File: config.mk
export PLATFORM = sky130hd
export DESIGN_NAME = fetch_pc
export DESIGN_NICKNAME = d
export VERILOG_FILES = /design/src/rtl/cpu_pkg.sv /design/src/rtl/branch_lut.sv /design/src/rtl/fetch_pc.sv
export SDC_FILE = /design/constraint.sdc
export NUM_CORES = 1
export LEC_CHECK = 0
export BUFFER_PORTS_ARGS = -buffer_cell sky130_fd_sc_hd__buf_2
export CAP_MARGIN = 30
export CELL_PAD_IN_SITES_DETAIL_PLACEMENT = 0
export CELL_PAD_IN_SITES_GLOBAL_PLACEMENT = 2
export CORE_UTILIZATION = 28
export CTS_CLUSTER_SIZE = 25
export DETAILED_ROUTE_END_ITERATION = 8
export PLACE_DENSITY = 0.82
export SETUP_SLACK_MARGIN = 0.2
export SYNTH_ARGS = -nofsm -noshare
export SYNTH_HDL_FRONTEND = slang
export SYNTH_SLANG_ARGS = --single-unit
File: constraint.sdc
create_clock -name CLK -period 1.6 [get_ports CLK]
set_input_delay 0.32 -clock CLK [delete_from_list [all_inputs] [get_ports CLK]]
set_output_delay 0.32 -clock CLK [all_outputs]
set_load 0.01 [all_outputs]
File: src/rtl/cpu_pkg.sv
// Shared types and constants for the fetch/PC stage: FSM states, width defaults
// and the fixed branch-target table.
package cpu_pkg;

  localparam int PC_W_DEF   = 10;
  localparam int IDX_W_DEF  = 5;
  localparam int CNT_W_DEF  = 16;
  localparam int BR_ENTRIES = 1 << IDX_W_DEF;

  typedef enum logic [1:0] {
    IDLE = 2'd0,
    RUN  = 2'd1,
    DONE = 2'd2
  } state_e;

  typedef logic [BR_ENTRIES-1:0][PC_W_DEF-1:0] br_table_t;

  // Entries not listed here stay at address 0.
  function automatic br_table_t init_br_targets();
    br_table_t t;
    t     = '0;
    t[1]  = 10'd20;
    t[2]  = 10'd12;
    t[3]  = 10'd40;
    t[5]  = 10'd100;
    t[31] = 10'd1023;
    return t;
  endfunction

  localparam br_table_t BR_TARGETS = init_br_targets();

endpackage

File: src/rtl/branch_lut.sv
// Combinational branch-target lookup: maps the instruction's target index to a PC
// using the read-only table from cpu_pkg.
module branch_lut
  import cpu_pkg::*;
#(
  parameter int PC_W  = PC_W_DEF,
  parameter int IDX_W = IDX_W_DEF
) (
  input  logic [IDX_W-1:0] tgt_idx_i,
  output logic [PC_W-1:0]  tgt_o
);

  logic [PC_W_DEF-1:0] raw;

  // Compare at 32 bits so a narrower index never aliases onto higher entries.
  always_comb begin
    raw = '0;
    for (int i = 0; i < BR_ENTRIES; i++) begin
      if (32'(tgt_idx_i) == $unsigned(i)) raw = BR_TARGETS[i];
    end
  end

  assign tgt_o = PC_W'(raw);

endmodule

File: src/rtl/fetch_pc.sv
// Program counter / next-PC stage: run sequencing FSM, zero-bubble branch
// resolution from the register-file compare, and a saturating retire counter.
module fetch_pc
  import cpu_pkg::*;
#(
  parameter int PC_W  = PC_W_DEF,
  parameter int IDX_W = IDX_W_DEF,
  parameter int CNT_W = CNT_W_DEF
) (
  input  logic             CLK,
  input  logic             Reset,
  input  logic             start,
  input  logic             stall,
  input  logic             halt,
  input  logic             br_en,
  input  logic             br_ne,
  input  logic             jmp,
  input  logic             cmp,
  input  logic [IDX_W-1:0] tgt_idx,
  output logic [PC_W-1:0]  pc,
  output logic             taken,
  output logic             done,
  output logic [CNT_W-1:0] retired,
  output logic [1:0]       state_dbg
);

  state_e           state_q, state_d;
  logic [PC_W-1:0]  pc_q, pc_d, tgt;
  logic [CNT_W-1:0] ret_q, ret_d, ret_inc;
  logic             redirect;

  branch_lut #(
    .PC_W  (PC_W),
    .IDX_W (IDX_W)
  ) u_branch_lut (
    .tgt_idx_i (tgt_idx),
    .tgt_o     (tgt)
  );

  // jmp dominates br_en simply by being OR-ed in unconditionally.
  assign redirect = jmp | (br_en & (cmp ^ br_ne));
  assign ret_inc  = (ret_q == {CNT_W{1'b1}}) ? ret_q : ret_q + CNT_W'(1);

  always_comb begin
    state_d = state_q;
    pc_d    = pc_q;
    ret_d   = ret_q;
    taken   = 1'b0;
    case (state_q)
      IDLE: begin
        pc_d = '0;
        if (start) begin
          state_d = RUN;
          ret_d   = '0;
        end
      end
      RUN: begin
        if (stall) begin
          state_d = RUN;
        end else if (halt) begin
          state_d = DONE;
          ret_d   = ret_inc;
        end else if (redirect) begin
          taken = 1'b1;
          pc_d  = tgt;
          ret_d = ret_inc;
        end else begin
          pc_d  = pc_q + PC_W'(1);
          ret_d = ret_inc;
        end
      end
      DONE: begin
        if (start) begin
          state_d = RUN;
          pc_d    = '0;
          ret_d   = '0;
        end
      end
      default: begin
        state_d = IDLE;
        pc_d    = '0;
        ret_d   = '0;
      end
    endcase
  end

  always_ff @(posedge CLK or posedge Reset) begin
    if (Reset) begin
      state_q <= IDLE;
      pc_q    <= '0;
      ret_q   <= '0;
    end else begin
      state_q <= state_d;
      pc_q    <= pc_d;
      ret_q   <= ret_d;
    end
  end

  assign pc        = pc_q;
  assign retired   = ret_q;
  assign done      = (state_q == DONE);
  assign state_dbg = state_q;

endmodule

==> flow_metrics.py, run 1 <==
metrics = {
    "yosys": {
        "postSynthCellCount": 196,
        "async_flop_share": 1.000,
        "synth_edf_count": 0,
        "synth-seq-area-share": 0.4046,
        "ys_dominant_reg_cell": "dfrtp_1",
        "synth_cell_types": 45,
        "synth-seq-cells": 28,
        "synth_nets": 212,
        "yosys_warnings": 0,
        "synth_area_per_cell_um2": 8.835,
        "netlist_area_mm2": 0.001732,
    },
    "final_layout": {
        "drive_gt1_frac": 0.5638,
        "syn_to_final_growth_pct": 64.88,
        "finalInstanceArea_mm2": 0.002855,
        "insertedDiodeCount": 0,
        "multi_input_area_mm2": 0.001291,
        "num-nets-final": 315,
        "final_common_cell": "buf_4",
        "fill_cells": 601,
        "layout_common_cells": "buf_4, buf_2, dfrtp_1, nor2_1, o21ai_2",
        "seq_area_um2": 703.2,
    },
    "timing": {
        "max_slew_margin": 0.7351,
        "worst_slack_ns": -0.1420,
        "hold_viol": 0,
        "hold_slack_ns": 0.09782,
        "rsz0062_at_grt": "true",
        "finalSetupViolations": 15,
        "fin_crit_ns": 1.742,
        "fin_crit_sh": 1.089,
        "fmax_mhz": 574.1,
        "skew_ns": 0.002543,
        "slew_violations": 0,
        "tightest_slew_ns": 0.3973,
    },
    "clock_network": {
        "numClockSinks": 28,
        "cts-buffers-inserted": 3,
        "cts_tree": "done",
        "htree_levels": 1,
        "root_buffer": "clkbuf_8",
        "clockBufferDepth": 2,
        "clk_latency_ns": 0.28,
        "cts.reportedPaths.clkPinSlew_ns": 0.10,
    },
    "global_routing": {
        "antenna_found_initial": 0,
        "grt_pass1_wl_mm": 9.232,
        "grt_pass1_vias": 1845,
        "grt_max_degree": 29,
        "track_usage": 0.1830,
        "grt_overflow_total": 0,
    },
    "placed_design": {
        "dp_hpwl_mm": 3.722,
        "place_area_mm2": 0.002391,
        "dp_slack_ns": -0.1800,
        "port-buffer-count": 43,
        "gp_congestion": 0.7604,
    },
    "critical_path": {
        "slowest_delay_ns": 0.49,
        "critical_path.top_delay_family": "simple AND/OR/NAND/NOR gates",
        "cp.required_ns": 1.82,
        "cpMaxStageDelayCell": "or4_4",
        "worstSetupEndpointType": "flip-flop",
        "cp.arrival_ns": 1.96,
        "crit_fanout": 5,
        "critPathLaunchType": "flip-flop",
        "crit_buf_inv": 1,
        "crit_type": "flip-flop to flip-flop",
        "cp_cell_sequence": "buf_6, nor2b_4, a21o_4, o21bai_4, or4_4, a21oi_2",
    },
    "floorplan": {
        "die_h_um": 80.64,
        "dieArea_mm2": 0.006503,
        "initial_core_util": 0.2908,
        "core_mm2": 0.005956,
        "placementRows": 28,
        "io_pins": 44,
        "dieWidth_um": 80.64,
    },
    "drt": {
        "wl_per_cell_um": 14.98,
        "vias_per_cell": 5.169,
        "antenna_left": 0,
        "drtIter0Drc": 68,
        "drcViolationCount": 0,
        "num_vias": 1928,
        "drtPass1Iterations": 4,
        "finalWirelength_mm": 5.586,
    },
    "min_path": {
        "hp-class": "input pin to asynchronous set/reset pin",
    },
    "flow_run": {
        "max_cap_violations": 0,
    },
    "power": {
        "comb_power_share": 0.571,
        "power.density_mw_per_mm2": 1017,
        "p_int_mw": 1.781,
        "switching_power_mw": 1.124,
        "leakage_nw": 1.344,
        "p_clk_frac": 0.143,
        "pwr-share-seq": 0.286,
        "peakVddDrop_uv": 504.9,
        "p_sw_frac": 0.3868,
    },
    "status": {
        "outcome": "complete, but fails checks",
        "violations": "negative setup slack",
    },
}
==> per-layer routing <==
| layer | routed length [um] | global-route usage |
|---|---|---|
| met3 | 175 | 0.02045 |
| met2 | 2823 | 0.3195 |
| met4 | 19 | 0.04286 |
| met1 | 2568 | 0.2389 |
| met5 | 0 | 0 |
==> cell families after synthesis <==
kind of cell | after synthesis | share of synthesized area
compound gates | 65 | 0.2543
xor+xnor | 2 | 0.01012
fa+ha+maj | 2 | 0.01445
buf+inv | 9 | 0.02529
flops | 28 | 0.4046
mux | 1 | 0.005781
simple gates | 89 | 0.2854
==> repair_timing <==
action | CTS | global route
gates cloned | 3 | 0
setup buffers | 13 | 3
gates resized for setup | 29 | 37
endpoints found under the setup margin | 28 | 29
hold buffers | 0 | 0
pin swaps | 13 | 20
==> sequential cells by signal (all words and copies together), names as in the netlist <==
name       count
retired       16
pc            10
state_dbg      2
==> synth_stat cells, drive strengths merged (3+ instances only) <==
master / number / share of area
o211ai: 6 / 0.026
dfrtp: 28 / 0.40
nor2: 21 / 0.046
and3: 7 / 0.028
or4: 5 / 0.022
nand3: 14 / 0.040
nand2: 15 / 0.033
a22o: 6 / 0.031
o21ai: 23 / 0.066
buf: 3 / 0.012
o31ai: 9 / 0.039
inv: 4 / 0.0087
nand2b: 4 / 0.014
nor2b: 4 / 0.019
or2: 3 / 0.011
nand4: 3 / 0.014
a21o: 4 / 0.022
a21oi: 8 / 0.023
and4: 5 / 0.027
==> area by class of cell <==
class                   count  area share
clock buffers               4     0.01578
inverters                   4    0.005259
multi-input cells         162      0.4522
flip-flops and latches     28      0.2463
well taps                  75     0.03287
repair buffers            100      0.2476
==> power groups by stage <==
stage                     registers, mW  logic [mW]  clock network (mW)
after CTS                         0.829        1.43               0.437
after detailed placement          0.847        1.01                   0
after floorplan                   0.878       0.605                   0
after global routing              0.840        1.78               0.474
after global placement            0.846        1.00                   0
final                             0.831        1.66               0.417
==> path summary, 6_finish.rpt <==
check | endpoint | slack, ns | cells after the start | startpoint
min | pc[5] | 0.1 | 3 | Reset
max reg2reg | retired[13] | -0.14 | 6 | state_dbg[0]
max in group asynchronous | retired[0] | 1.19 | 3 | Reset
min reg2reg | pc[8] | 0.57 | 1 | pc[8]
max | retired[13] | -0.14 | 6 | state_dbg[0]
min in group CLK | pc[5] | 0.38 | 3 | tgt_idx[0]
==> metrics by stage <==
stage	util	power [mW]	TNS, ns	std cells
2_1_floorplan	-	1.483	-1.198	196
3_3_place_gp	0.4015	1.850	-1.241	350
3_5_place_dp	0.4015	1.855	-1.564	350
4_1_cts	0.4523	2.698	-0.9279	370
5_1_grt	0.4794	3.099	-2.483	373
6_report	0.4794	2.905	-0.8821	373
==> tightest hold or removal path: cells and delay by family <==
kind,cells,cell delay (ns)
buffers and inverters,3,0.48
(Power assumes the default switching activity.)
==> run 2: changes to the inputs <==
Settings changed: MAX_ROUTING_LAYER set to met4.
==> flow_metrics.py, run 2 (same netlist as run 1, synthesis figures left out) <==
metrics = {
    "floorplan": {
        "dieArea_mm2": 0.006503,
        "io_pins": 44,
        "core_mm2": 0.005956,
        "dieWidth_um": 80.64,
        "die_h_um": 80.64,
        "initial_core_util": 0.2908,
        "placementRows": 28,
    },
    "drt": {
        "antenna_left": 0,
        "finalWirelength_mm": 5.582,
        "drtIter0Drc": 70,
        "vias_per_cell": 5.164,
        "drtPass1Iterations": 4,
        "wl_per_cell_um": 14.97,
        "num_vias": 1926,
        "drcViolationCount": 0,
    },
    "power": {
        "comb_power_share": 0.571,
        "leakage_nw": 1.344,
        "power.density_mw_per_mm2": 1018,
        "pwr-share-seq": 0.286,
        "peakVddDrop_uv": 505.0,
        "p_total_mw": 2.905,
        "p_int_mw": 1.782,
        "switching_power_mw": 1.124,
        "p_clk_frac": 0.144,
        "p_sw_frac": 0.3868,
    },
    "final_layout": {
        "layout_common_cells": "buf_4, buf_2, dfrtp_1, nor2_1, o21ai_2",
        "fill_cells": 601,
        "largest_reg_flops": 16,
        "syn_to_final_growth_pct": 64.88,
        "insertedDiodeCount": 0,
        "final_common_cell": "buf_4",
        "drive_gt1_frac": 0.5638,
        "num-nets-final": 315,
    },
    "critical_path": {
        "crit_type": "flip-flop to flip-flop",
        "r2r_end": "retired[13]",
        "slowest_delay_ns": 0.49,
        "cp.required_ns": 1.82,
        "crit_fanout": 5,
        "cpMaxStageDelayCell": "or4_4",
        "ff2ff_setup_slack_ns": -0.14,
        "critPathLaunchType": "flip-flop",
        "r2r-start": "state_dbg[0]",
        "cp_cell_sequence": "buf_6, nor2b_4, a21o_4, o21bai_4, or4_4, a21oi_2",
        "cp.arrival_ns": 1.96,
        "rr_worst_depth": 6,
        "worstSetupEndpointType": "flip-flop",
        "cp-startpoint": "state_dbg[0]",
    },
    "global_routing": {
        "grt_max_degree": 29,
        "grt.busiest_layer": "met2",
        "grt_overflow_total": 0,
        "track_usage": 0.1877,
        "use_met3": 0.02045,
        "grt_pass1_vias": 1846,
        "grt_util_met1": 0.2382,
        "grt_util_met2": 0.3195,
        "antenna_found_initial": 0,
        "grt_pass1_wl_mm": 9.225,
    },
    "timing": {
        "fin_crit_sh": 1.089,
        "rsz0062_at_grt": "true",
        "skew_ns": 0.002613,
        "finalSetupViolations": 15,
        "slew_violations": 0,
        "fin_crit_ns": 1.742,
        "fmax_mhz": 574.0,
        "tightest_slew_ns": 0.3977,
        "max_slew_margin": 0.7348,
        "hold_slack_ns": 0.09787,
        "worst_slack_ns": -0.1420,
        "hold_viol": 0,
    },
    "clock_network": {
        "cts.reportedPaths.clkPinSlew_ns": 0.10,
        "root_buffer": "clkbuf_8",
        "clk_latency_ns": 0.28,
        "numClockSinks": 28,
        "cts-buffers-inserted": 3,
        "clockBufferDepth": 2,
        "htree_levels": 1,
        "cts_tree": "done",
    },
    "placed_design": {
        "dp_hpwl_mm": 3.722,
        "gp_congestion": 0.7704,
        "port-buffer-count": 43,
    },
    "status": {
        "violations": "negative setup slack",
        "outcome": "complete, but fails checks",
    },
    "min_path": {
        "hp-class": "input pin to asynchronous set/reset pin",
    },
    "flow_run": {
        "max_cap_violations": 0,
    },
}
==> run 2: per-stage QoR <==
step	instance area (um^2)	instances	utilization	setup WS [ns]	TNS, ns
after floorplan	1819	196	-	-0.1581	-1.198
after global placement	2391	350	0.4015	-0.1511	-1.241
after detailed placement	2391	350	0.4015	-0.1800	-1.564
after CTS	2694	370	0.4523	-0.1468	-0.9279
after global routing	2855	373	0.4794	-0.1997	-2.473
final	2855	373	0.4794	-0.1420	-0.8878
==> run 2: worst max-delay path by stage <==
stage	endpoint	slack [ns]
detailed placement	pc[9]	-0.18
floorplan	retired[13]	-0.16
global placement	pc[9]	-0.15
global route	retired[13]	-0.20
CTS	retired[13]	-0.15
finish	retired[13]	-0.14
==> run 2: what timing repair did <==
action | CTS | global route
resized for setup | 29 | 37
hold buffers | 0 | 0
endpoints found under the setup margin | 28 | 29
endpoints found under the hold margin | 0 | 0
pin swaps | 13 | 20
gates cloned | 3 | 0
buffers inserted | 13 | 3
==> run 2: area by class of cell <==
type                       instances  area (um^2)  area share
clock buffer                       4        45.04     0.01578
timing repair buffer             100        706.9      0.2476
sequential                        28        703.2      0.2463
inverter                           4        15.01    0.005259
multi-input combinational        162         1291      0.4522
tap                               75        93.84     0.03287
==> run 2: worst max-delay path: cells and delay by family, from the launching register on <==
kind / cells / cell delay (ns)
simple gates: 2 / 0.61
compound gates: 3 / 0.54
flops: 1 / 0.41
buf+inv: 1 / 0.13
==> run 2: layer usage <==
metal	wire (um)	vias to the layer above
met4	19	0
met5	0	-
met2	2812	37
met1	2546	934
met3	204	2
li1	-	953
==> run 2: power by group through the flow <==
stage               combinational [mW]  clock, mW  sequential [mW]
finish                            1.66      0.417            0.831
detailed placement                1.01          0            0.847
global route                      1.78      0.474            0.840
floorplan                        0.605          0            0.878
global placement                  1.00          0            0.846
CTS                               1.43      0.437            0.829
